[src/rtl/dmem_arbiter.sv]
// dmem_arbiter: shares one data-memory port between the pipeline memory
// stage (PIPE) and an auxiliary loader/debug port (AUX). One access is
// outstanding at a time, sequenced IDLE -> ISSUE -> (WAIT) -> DONE.
// PIPE has priority, a starvation counter guarantees AUX progress, and a
// timeout forces an error completion if the memory never answers.
module dmem_arbiter #(
  parameter int STARVE_LIMIT = 4,   // 1..15
  parameter int TIMEOUT      = 255  // 0 disables, 8-bit counter
) (
  input  logic        i_clk,
  input  logic        i_rst_n,
  input  logic        i_pipe_ren,
  input  logic        i_pipe_wen,
  input  logic [31:0] i_pipe_addr,
  input  logic [31:0] i_pipe_wdata,
  input  logic [3:0]  i_pipe_mask,
  output logic        o_pipe_stall,
  output logic [31:0] o_pipe_rdata,
  output logic        o_pipe_done,
  output logic        o_pipe_err,
  input  logic        i_aux_req,
  input  logic        i_aux_we,
  input  logic [31:0] i_aux_addr,
  input  logic [31:0] i_aux_wdata,
  input  logic [3:0]  i_aux_mask,
  output logic [31:0] o_aux_rdata,
  output logic        o_aux_done,
  output logic        o_aux_err,
  output logic        o_mem_req,
  output logic        o_mem_we,
  output logic [31:0] o_mem_addr,
  output logic [31:0] o_mem_wdata,
  output logic [3:0]  o_mem_mask,
  input  logic        i_mem_ready,
  input  logic        i_mem_rvalid,
  input  logic [31:0] i_mem_rdata
);

  typedef enum logic [1:0] {S_IDLE, S_ISSUE, S_WAIT, S_DONE} state_e;
  typedef enum logic {OWN_PIPE, OWN_AUX} owner_e;

  localparam logic [3:0] STARVE_LIM = 4'(STARVE_LIMIT);
  localparam logic [7:0] TMO_LIM    = 8'(TIMEOUT);
  localparam bit         TMO_EN     = (TIMEOUT != 0);

  state_e      state_q,  state_d;
  owner_e      owner_q,  owner_d;
  logic        we_q,     we_d;
  logic [31:0] addr_q,   addr_d;
  logic [31:0] wdata_q,  wdata_d;
  logic [3:0]  mask_q,   mask_d;
  logic [31:0] rdata_q,  rdata_d;
  logic        err_q,    err_d;
  logic [3:0]  starve_q, starve_d;
  logic [7:0]  tmo_q,    tmo_d;

  logic pipe_req;
  logic grant_aux;
  logic tmo_hit;
  logic pipe_done;
  logic aux_done;

  assign pipe_req  = i_pipe_ren | i_pipe_wen;
  assign pipe_done = (state_q == S_DONE) && (owner_q == OWN_PIPE);
  assign aux_done  = (state_q == S_DONE) && (owner_q == OWN_AUX);

  // Next-state, arbitration, starvation and timeout bookkeeping
  always_comb begin
    // NOTE: every variable gets a default here so no path leaves one unassigned, which would infer a latch.
    state_d   = state_q;
    owner_d   = owner_q;
    we_d      = we_q;
    addr_d    = addr_q;
    wdata_d   = wdata_q;
    mask_d    = mask_q;
    rdata_d   = rdata_q;
    err_d     = err_q;
    starve_d  = starve_q;
    tmo_d     = tmo_q;
    grant_aux = 1'b0;
    tmo_hit   = 1'b0;

    case (state_q)
      S_IDLE: begin
        if (!i_aux_req) starve_d = '0;
        if (pipe_req || i_aux_req) begin
          grant_aux = i_aux_req && (!pipe_req || (starve_q == STARVE_LIM));
          state_d   = S_ISSUE;
          tmo_d     = '0;
          rdata_d   = '0;
          err_d     = 1'b0;
          if (grant_aux) begin
            owner_d  = OWN_AUX;
            we_d     = i_aux_we;
            addr_d   = i_aux_addr;
            wdata_d  = i_aux_wdata;
            mask_d   = i_aux_mask;
            starve_d = '0;
          end else begin
            owner_d = OWN_PIPE;
            we_d    = i_pipe_wen;   // ren & wen together is a store
            addr_d  = i_pipe_addr;
            wdata_d = i_pipe_wdata;
            mask_d  = i_pipe_mask;
            if (i_aux_req && (starve_q != 4'hF)) starve_d = starve_q + 4'd1;
          end
        end
      end
      S_ISSUE: begin
        tmo_d   = tmo_q + 8'd1;
        tmo_hit = TMO_EN && (tmo_d == TMO_LIM);
        if (tmo_hit) begin
          state_d = S_DONE;
          err_d   = 1'b1;
          rdata_d = '0;
        end else if (i_mem_ready) begin
          state_d = we_q ? S_DONE : S_WAIT;
        end
      end
      S_WAIT: begin
        tmo_d   = tmo_q + 8'd1;
        tmo_hit = TMO_EN && (tmo_d == TMO_LIM);
        if (tmo_hit) begin
          state_d = S_DONE;
          err_d   = 1'b1;
          rdata_d = '0;
        end else if (i_mem_rvalid) begin
          state_d = S_DONE;
          rdata_d = i_mem_rdata;
        end
      end
      S_DONE: begin
        // Requests are not sampled here; the next grant happens in IDLE.
        state_d = S_IDLE;
      end
      default: state_d = S_IDLE;
    endcase
  end

  // State and datapath registers, synchronous active-low reset
  always_ff @(posedge i_clk) begin
    // NOTE: the datapath registers are reset too because they drive o_mem_* directly and must read 0 after reset.
    if (!i_rst_n) begin
      state_q  <= S_IDLE;
      owner_q  <= OWN_PIPE;
      we_q     <= 1'b0;
      addr_q   <= '0;
      wdata_q  <= '0;
      mask_q   <= '0;
      rdata_q  <= '0;
      err_q    <= 1'b0;
      starve_q <= '0;
      tmo_q    <= '0;
    end else begin
      // NOTE: non-blocking assignments so every flop samples the pre-edge values.
      state_q  <= state_d;
      owner_q  <= owner_d;
      we_q     <= we_d;
      addr_q   <= addr_d;
      wdata_q  <= wdata_d;
      mask_q   <= mask_d;
      rdata_q  <= rdata_d;
      err_q    <= err_d;
      starve_q <= starve_d;
      tmo_q    <= tmo_d;
    end
  end

  assign o_mem_req    = (state_q == S_ISSUE);
  assign o_mem_we     = we_q;
  assign o_mem_addr   = addr_q;
  assign o_mem_wdata  = wdata_q;
  assign o_mem_mask   = mask_q;

  assign o_pipe_stall = pipe_req & ~pipe_done;
  assign o_pipe_done  = pipe_done;
  assign o_pipe_rdata = pipe_done ? rdata_q : '0;
  assign o_pipe_err   = pipe_done & err_q;

  assign o_aux_done   = aux_done;
  assign o_aux_rdata  = aux_done ? rdata_q : '0;
  assign o_aux_err    = aux_done & err_q;

endmodule

[config.mk]
export PLATFORM = sky130hd
export DESIGN_NAME = dmem_arbiter
export DESIGN_NICKNAME = d
export VERILOG_FILES = /design/src/rtl/dmem_arbiter.sv
export SDC_FILE = /design/constraint.sdc
export NUM_CORES = 1
export LEC_CHECK = 0
export ABC_CLOCK_PERIOD_IN_PS = 4800
export CAP_MARGIN = 15
export CORE_MARGIN = 5
export CORE_UTILIZATION = 42
export DETAILED_ROUTE_END_ITERATION = 10
export GPL_ROUTABILITY_DRIVEN = 0
export PLACE_DENSITY_LB_ADDON = 0.2
export SLEW_MARGIN = 20
export SYNTH_ARGS = -nofsm -noshare
export SYNTH_HDL_FRONTEND = slang
export SYNTH_SLANG_ARGS = --single-unit
[constraint.sdc]
create_clock -name i_clk -period 4.8 [get_ports i_clk]
set_clock_uncertainty 0.2 [all_clocks]
set_input_delay 0.48 -clock i_clk [delete_from_list [all_inputs] [get_ports i_clk]]
set_output_delay 0.48 -clock i_clk [all_outputs]
set_load 0.005 [all_outputs]
==> flow_summary.ini, run 1 <==
[status]
status = finished, final reports clean

[detailed_routing]
drt_pass1_iterations = 11
ant_nets = 0
vias_per_cell = 5.508
drc = 0
drt_iter0_markers = 605
vias = 5849
wire_per_inst_um = 19.35
wl_um = 20550

[timing]
layout_setup_ws_ps = 1267
max_freq_mhz = 283.0
hold_viol_final = 0
setup_viol = 0
fin_crit_ps = 3533
post-route-period-util = 0.7360
maxSlewHeadroom = 0.3123
drv_slew = 0
rsz0062_at_grt = false
setup_tns_ps = 0
worst_pin_slew_ps = 1031

[synthesis]
avgSynthCellArea_um2 = 9.326
synth_edf_count = 0
synth_largest_area_cell = dfxtp_1
synth_cells = 589
ys_async_sr_fraction = 0
synth_cell_types = 45
synthesis.nets = 775
ys_seq_area_frac = 0.4264
yosysTopAreaCellShare = 0.4264
synth_area_um2 = 5493
ys_seq_elements = 117
dominantRegCellSynth = dfxtp_1
synthTopCellsByArea = dfxtp_1 (43%), a222oi_1 (12%), nor2b_1 (8.4%), mux2i_1 (6.0%), nand2_1 (5.5%)
yosysWarnings = 0

[floorplan]
die_x_um = 124.4
fp.coreArea_um2 = 12720
die_area_um2 = 15470
start_util = 0.4317
top_level_ports = 315
rows = 41
die_h_um = 124.4

[worst_setup_path]
arrival_ps = 2850
critPathMaxStageDelay_ps = 810
ff2ff_setup_slack_ps = 2000
worst_ep_required_time_ps = 4120
crit_fanout = 35
slowest_stage = ha_1
path_cells = ha_1 > nor2b_1 > buf_4 > and2_1 > clkdlybuf4s50_1
end_kind = output port
start_kind = flip-flop
crit_type = reg2out

[layout]
syn_to_final_growth_pct = 68.09
fill_cells = 953
nets = 1063
final_layout_size_suffix_gt1_frac = 0.05169
diodes = 0

[clock_network]
clk_path_buf_depth = 2
htree_levels = 4
cts.reportedPaths.clkPinSlew_ps = 50
cts_root_buffer = clkbuf_16
post_cts_buffers = 0
clock-sinks = 117
clk_latency_ps = 390
postCtsResizedCells = 0
cts_hold_buf = 0
cts_made_buffers = 17
cts_tree = built

[pwr]
p_leak_nw = 3.494
power_density_nw_per_um2 = 439.1
peakVddDrop_mv = 0.2415

[placed_design]
portBuffers = 314
dpl.hpwl_um = 15140
place_ws_ps = 1700

[hold_path]
hold_path_class = reg2reg

[global_route]
track_usage = 0.2520
grt_pass1_vias = 5826
grt_pass1_wl_um = 31670
grt_max_degree = 72
overflow = 0
antenna_found_initial = 0

[run]
maxCapViolCount = 0
Yosys cell counts, types with 2 or more instances:
library cell    n
a21boi_0        3
a21oi_1         8
a222oi_1       68
and2_1         39
and3_1         36
buf_12          3
buf_2           9
clkbuf_1       39
dfxtp_1       117
ha_1           10
inv_1           8
mux2_2          2
mux2i_1        33
nand2_1        80
nand3_1         4
nand3b_1        2
nand4b_1        2
nor2_1         11
nor2b_1        74
nor3_1          4
o211a_1         2
o21ai_0        11
xnor2_1         2
logic make-up after synthesis:
group           Yosys count  synth area share
xor+xnor                  2          0.003190
compound gates          106            0.1747
buf+inv                  60           0.05262
flops                   117            0.4264
simple gates            259            0.2560
mux                      35           0.06424
fa+ha+maj                10           0.02278
power by group:
group | total, W | switching, W | internal [W]
Clock | 0.00125 | 0.000427 | 0.000825
Combinational | 0.00148 | 0.000709 | 0.000768
Sequential | 0.00132 | 0.000142 | 0.00118
Total | 0.00405 | 0.00128 | 0.00278
flip-flops by register name, indices dropped and copies added, names as in the netlist:
signal	cells
err_q	1
tmo_q	8
state_q	2
o_mem_mask	4
o_mem_addr	32
rdata_q	32
owner_q	1
o_mem_we	1
o_mem_wdata	32
starve_q	4
worst paths after layout:
| check | start | end | cells after the start |
|---|---|---|---|
| worst max-delay path | state_q[1] | o_pipe_rdata[9] | 5 |
| worst min-delay path | rdata_q[7] | rdata_q[7] | 2 |
| worst max register to register | state_q[0] | o_mem_addr[20] | 7 |
| worst min register to register | rdata_q[7] | rdata_q[7] | 2 |
worst max-delay path: cells and delay by family, from the launching register on:
kind / cells / cell delay [ps]
buf+inv: 2 / 810
flops: 1 / 410
simple gates: 2 / 410
fa+ha+maj: 1 / 810
per-stage QoR:
| stage | utilization | instance area [um^2] | total power [W] | hold slack, ps | cells |
|---|---|---|---|---|---|
| 3_5_place_dp | 0.6798 | 8648 | 0.002800 | 263.0 | 1030 |
| 4_1_cts | 0.7257 | 9233 | 0.004071 | 269.9 | 1062 |
| 6_report | 0.7257 | 9233 | 0.004054 | 267.9 | 1062 |
| 3_3_place_gp | 0.6798 | 8648 | 0.002762 | 258.4 | 1030 |
| 5_1_grt | 0.7257 | 9233 | 0.004249 | 293.2 | 1062 |
| 2_1_floorplan | - | 5493 | 0.002162 | 241.9 | 589 |
cells in the final DEF, fill, tap and decap left out, types with 7 or more instances in the layout:
cell	synthesis	routed
a21oi_1	8	8
a222oi_1	68	68
and2_1	39	39
and3_1	36	35
buf_4	1	7
clkbuf_16	0	17
clkdlybuf4s50_1	0	313
dfxtp_1	117	117
ha_1	10	10
inv_1	8	8
mux2i_1	33	33
nand2_1	80	80
nor2_1	11	10
nor2b_1	74	74
o21ai_0	11	11
metal layers:
| metal | global-route usage | part of all wire | vias to the layer above |
|---|---|---|---|
| li1 | - | - | 2724 |
| met1 | 0.2828 | 0.39 | 2765 |
| met2 | 0.4380 | 0.49 | 316 |
| met3 | 0.07976 | 0.086 | 44 |
| met4 | 0.1083 | 0.031 | 0 |
| met5 | 0 | 0 | - |
area by class of cell:
cell class | instances | area [um^2] | area share
timing repair buffer | 321 | 3191 | 0.3456
multi-input combinational | 412 | 2870 | 0.3109
sequential | 117 | 2342 | 0.2537
clock buffer | 22 | 454.2 | 0.04919
tap | 172 | 215.2 | 0.02331
clock inverter | 10 | 130.1 | 0.01409
inverter | 8 | 30.03 | 0.003252
(Power assumes the default switching activity.)
==> run 2, diff against run 1 <==
- ABC_CLOCK_PERIOD_IN_PS: 4800 -> 3450
- CORE_UTILIZATION: 42 -> 39
- clock period: 4.8 -> 3.45 ns (I/O delays scaled with it)
==> flow_summary.ini, run 2 (synthesis results as in run 1) <==
[timing]
max_freq_mhz = 331.6
hold_viol_final = 0
setup_viol = 0
worst_pin_slew_ps = 1048
post-route-period-util = 0.8742
rsz0062_at_grt = false
setup_tns_ps = 0
fin_crit_ps = 3016
drv_slew = 0
maxSlewHeadroom = 0.3011

[detailed_routing]
wire_per_inst_um = 19.20
wl_um = 20540
drt_iter0_markers = 585
vias = 5768
drc = 0
vias_per_cell = 5.391
drt_pass1_iterations = 9
ant_nets = 0

[pwr]
switching_share = 0.3146
power_frac_clock = 0.301
intPower_w = 0.003839
power_density_nw_per_um2 = 604.9
power_frac_comb = 0.373
p_seq_frac = 0.327
p_sw_w = 0.001762
p_leak_nw = 3.504
peakVddDrop_mv = 0.3397

[global_route]
grt_max_degree = 116
antenna_found_initial = 1
grt_pass1_vias = 5742
overflow = 0
grt_pass1_wl_um = 30530
track_usage = 0.2344

[worst_setup_path]
arrival_ps = 2470
crit_type = reg2out
start_kind = flip-flop
end_kind = output port
worst_ep_required_time_ps = 2900
crit_fanout = 35
ff2ff_setup_slack_ps = 570

[layout]
fin_util = 0.6697
layout_common_cells = clkdlybuf4s50_1 (313), dfxtp_1 (117), nand2_1 (80)
nets = 1064
final_common_cell = clkdlybuf4s50_1
syn_to_final_growth_pct = 68.59
diodes = 0
final_layout_size_suffix_gt1_frac = 0.05169

[clock_network]
cts_hold_buf = 0
clock-sinks = 117
postCtsResizedCells = 0
cts_made_buffers = 17
cts_tree = built
clk_latency_ps = 400
htree_levels = 4
cts.reportedPaths.clkPinSlew_ps = 50
clk_path_buf_depth = 2
post_cts_buffers = 0
cts_root_buffer = clkbuf_16

[floorplan]
die_x_um = 128.7
rows = 43
fp.coreArea_um2 = 13830
top_level_ports = 315
start_util = 0.3972
die_area_um2 = 16560
die_h_um = 128.7

[placed_design]
portBuffers = 314
dpl.hpwl_um = 15270

[run]
maxCapViolCount = 0

[hold_path]
hold_path_class = reg2reg

[status]
status = finished, final reports clean
[run 2: changes by cell type in the layout (fill, tap and decap cells not counted), moves of 2 or more]
cell        previous run  this run
clkbuf_8               1         6
buf_12                 0         2
clkinv_2               5         2
bufinv_16              3         1
clkinvlp_4             2         0
[run 2: final timing paths]
path	end	cells after the start	from
min reg2reg	rdata_q[26]	2	rdata_q[26]
max reg2reg	rdata_q[10]	8	tmo_q[0]
min	rdata_q[26]	2	rdata_q[26]
max	o_pipe_rdata[1]	6	state_q[1]
[run 2: layout make-up]
type                            count  area [um^2]
Fill cell                        1076         4567
Clock inverter                      3        40.04
Tap cell                          180        225.2
Sequential cell                   117         2342
Multi-Input combinational cell    412         2873
Inverter                            8        30.03
Timing Repair Buffer              322         3223
Clock buffer                       28        526.8
[run 2: per-layer routing]
metal / vias up / global-route usage / wire [um]
met5: - / 0 / 11
met4: 2 / 0.1143 / 928
met3: 52 / 0.08468 / 2084
met2: 297 / 0.3881 / 9570
met1: 2682 / 0.2678 / 7946
li1: 2735 / - / -
[run 2: per-stage QoR]
| step | cells | setup WS, ps | power, W | cell area (um^2) | hold slack [ps] |
|---|---|---|---|---|---|
| after detailed placement | 1039 | 621.3 | 0.003932 | 8693 | 269.5 |
| final | 1070 | 433.9 | 0.005601 | 9260 | 274.0 |
| after global placement | 1039 | 764.2 | 0.003864 | 8693 | 255.3 |
| after floorplan | 589 | 1382 | 0.003008 | 5493 | 241.9 |
| after global routing | 1070 | 198.7 | 0.005896 | 9260 | 295.0 |
| after CTS | 1070 | 387.7 | 0.005633 | 9260 | 276.2 |
[run 2: critical path, cell delays in order (launching register included)]
cell and delay [ps]:
dfxtp_1 420, ha_1 190, buf_4 270, nor2b_2 210
buf_4 270, and2_1 170, clkdlybuf4s50_1 530
[run 2: power by group through the flow]
stage / combinational (W) / sequential, W / clock, W
after global routing: 0.00225 / 0.00186 / 0.00178
after detailed placement: 0.00208 / 0.00185 / 0
after global placement: 0.00203 / 0.00184 / 0
after CTS: 0.00209 / 0.00183 / 0.00172
final: 0.00209 / 0.00183 / 0.00168
after floorplan: 0.00117 / 0.00184 / 0
==> run 3, diff against run 2 <==
- CAP_MARGIN: 15 -> not set
==> results of run 3 <==
Same layout as run 2: the final DEF is identical, and so are final timing and power.
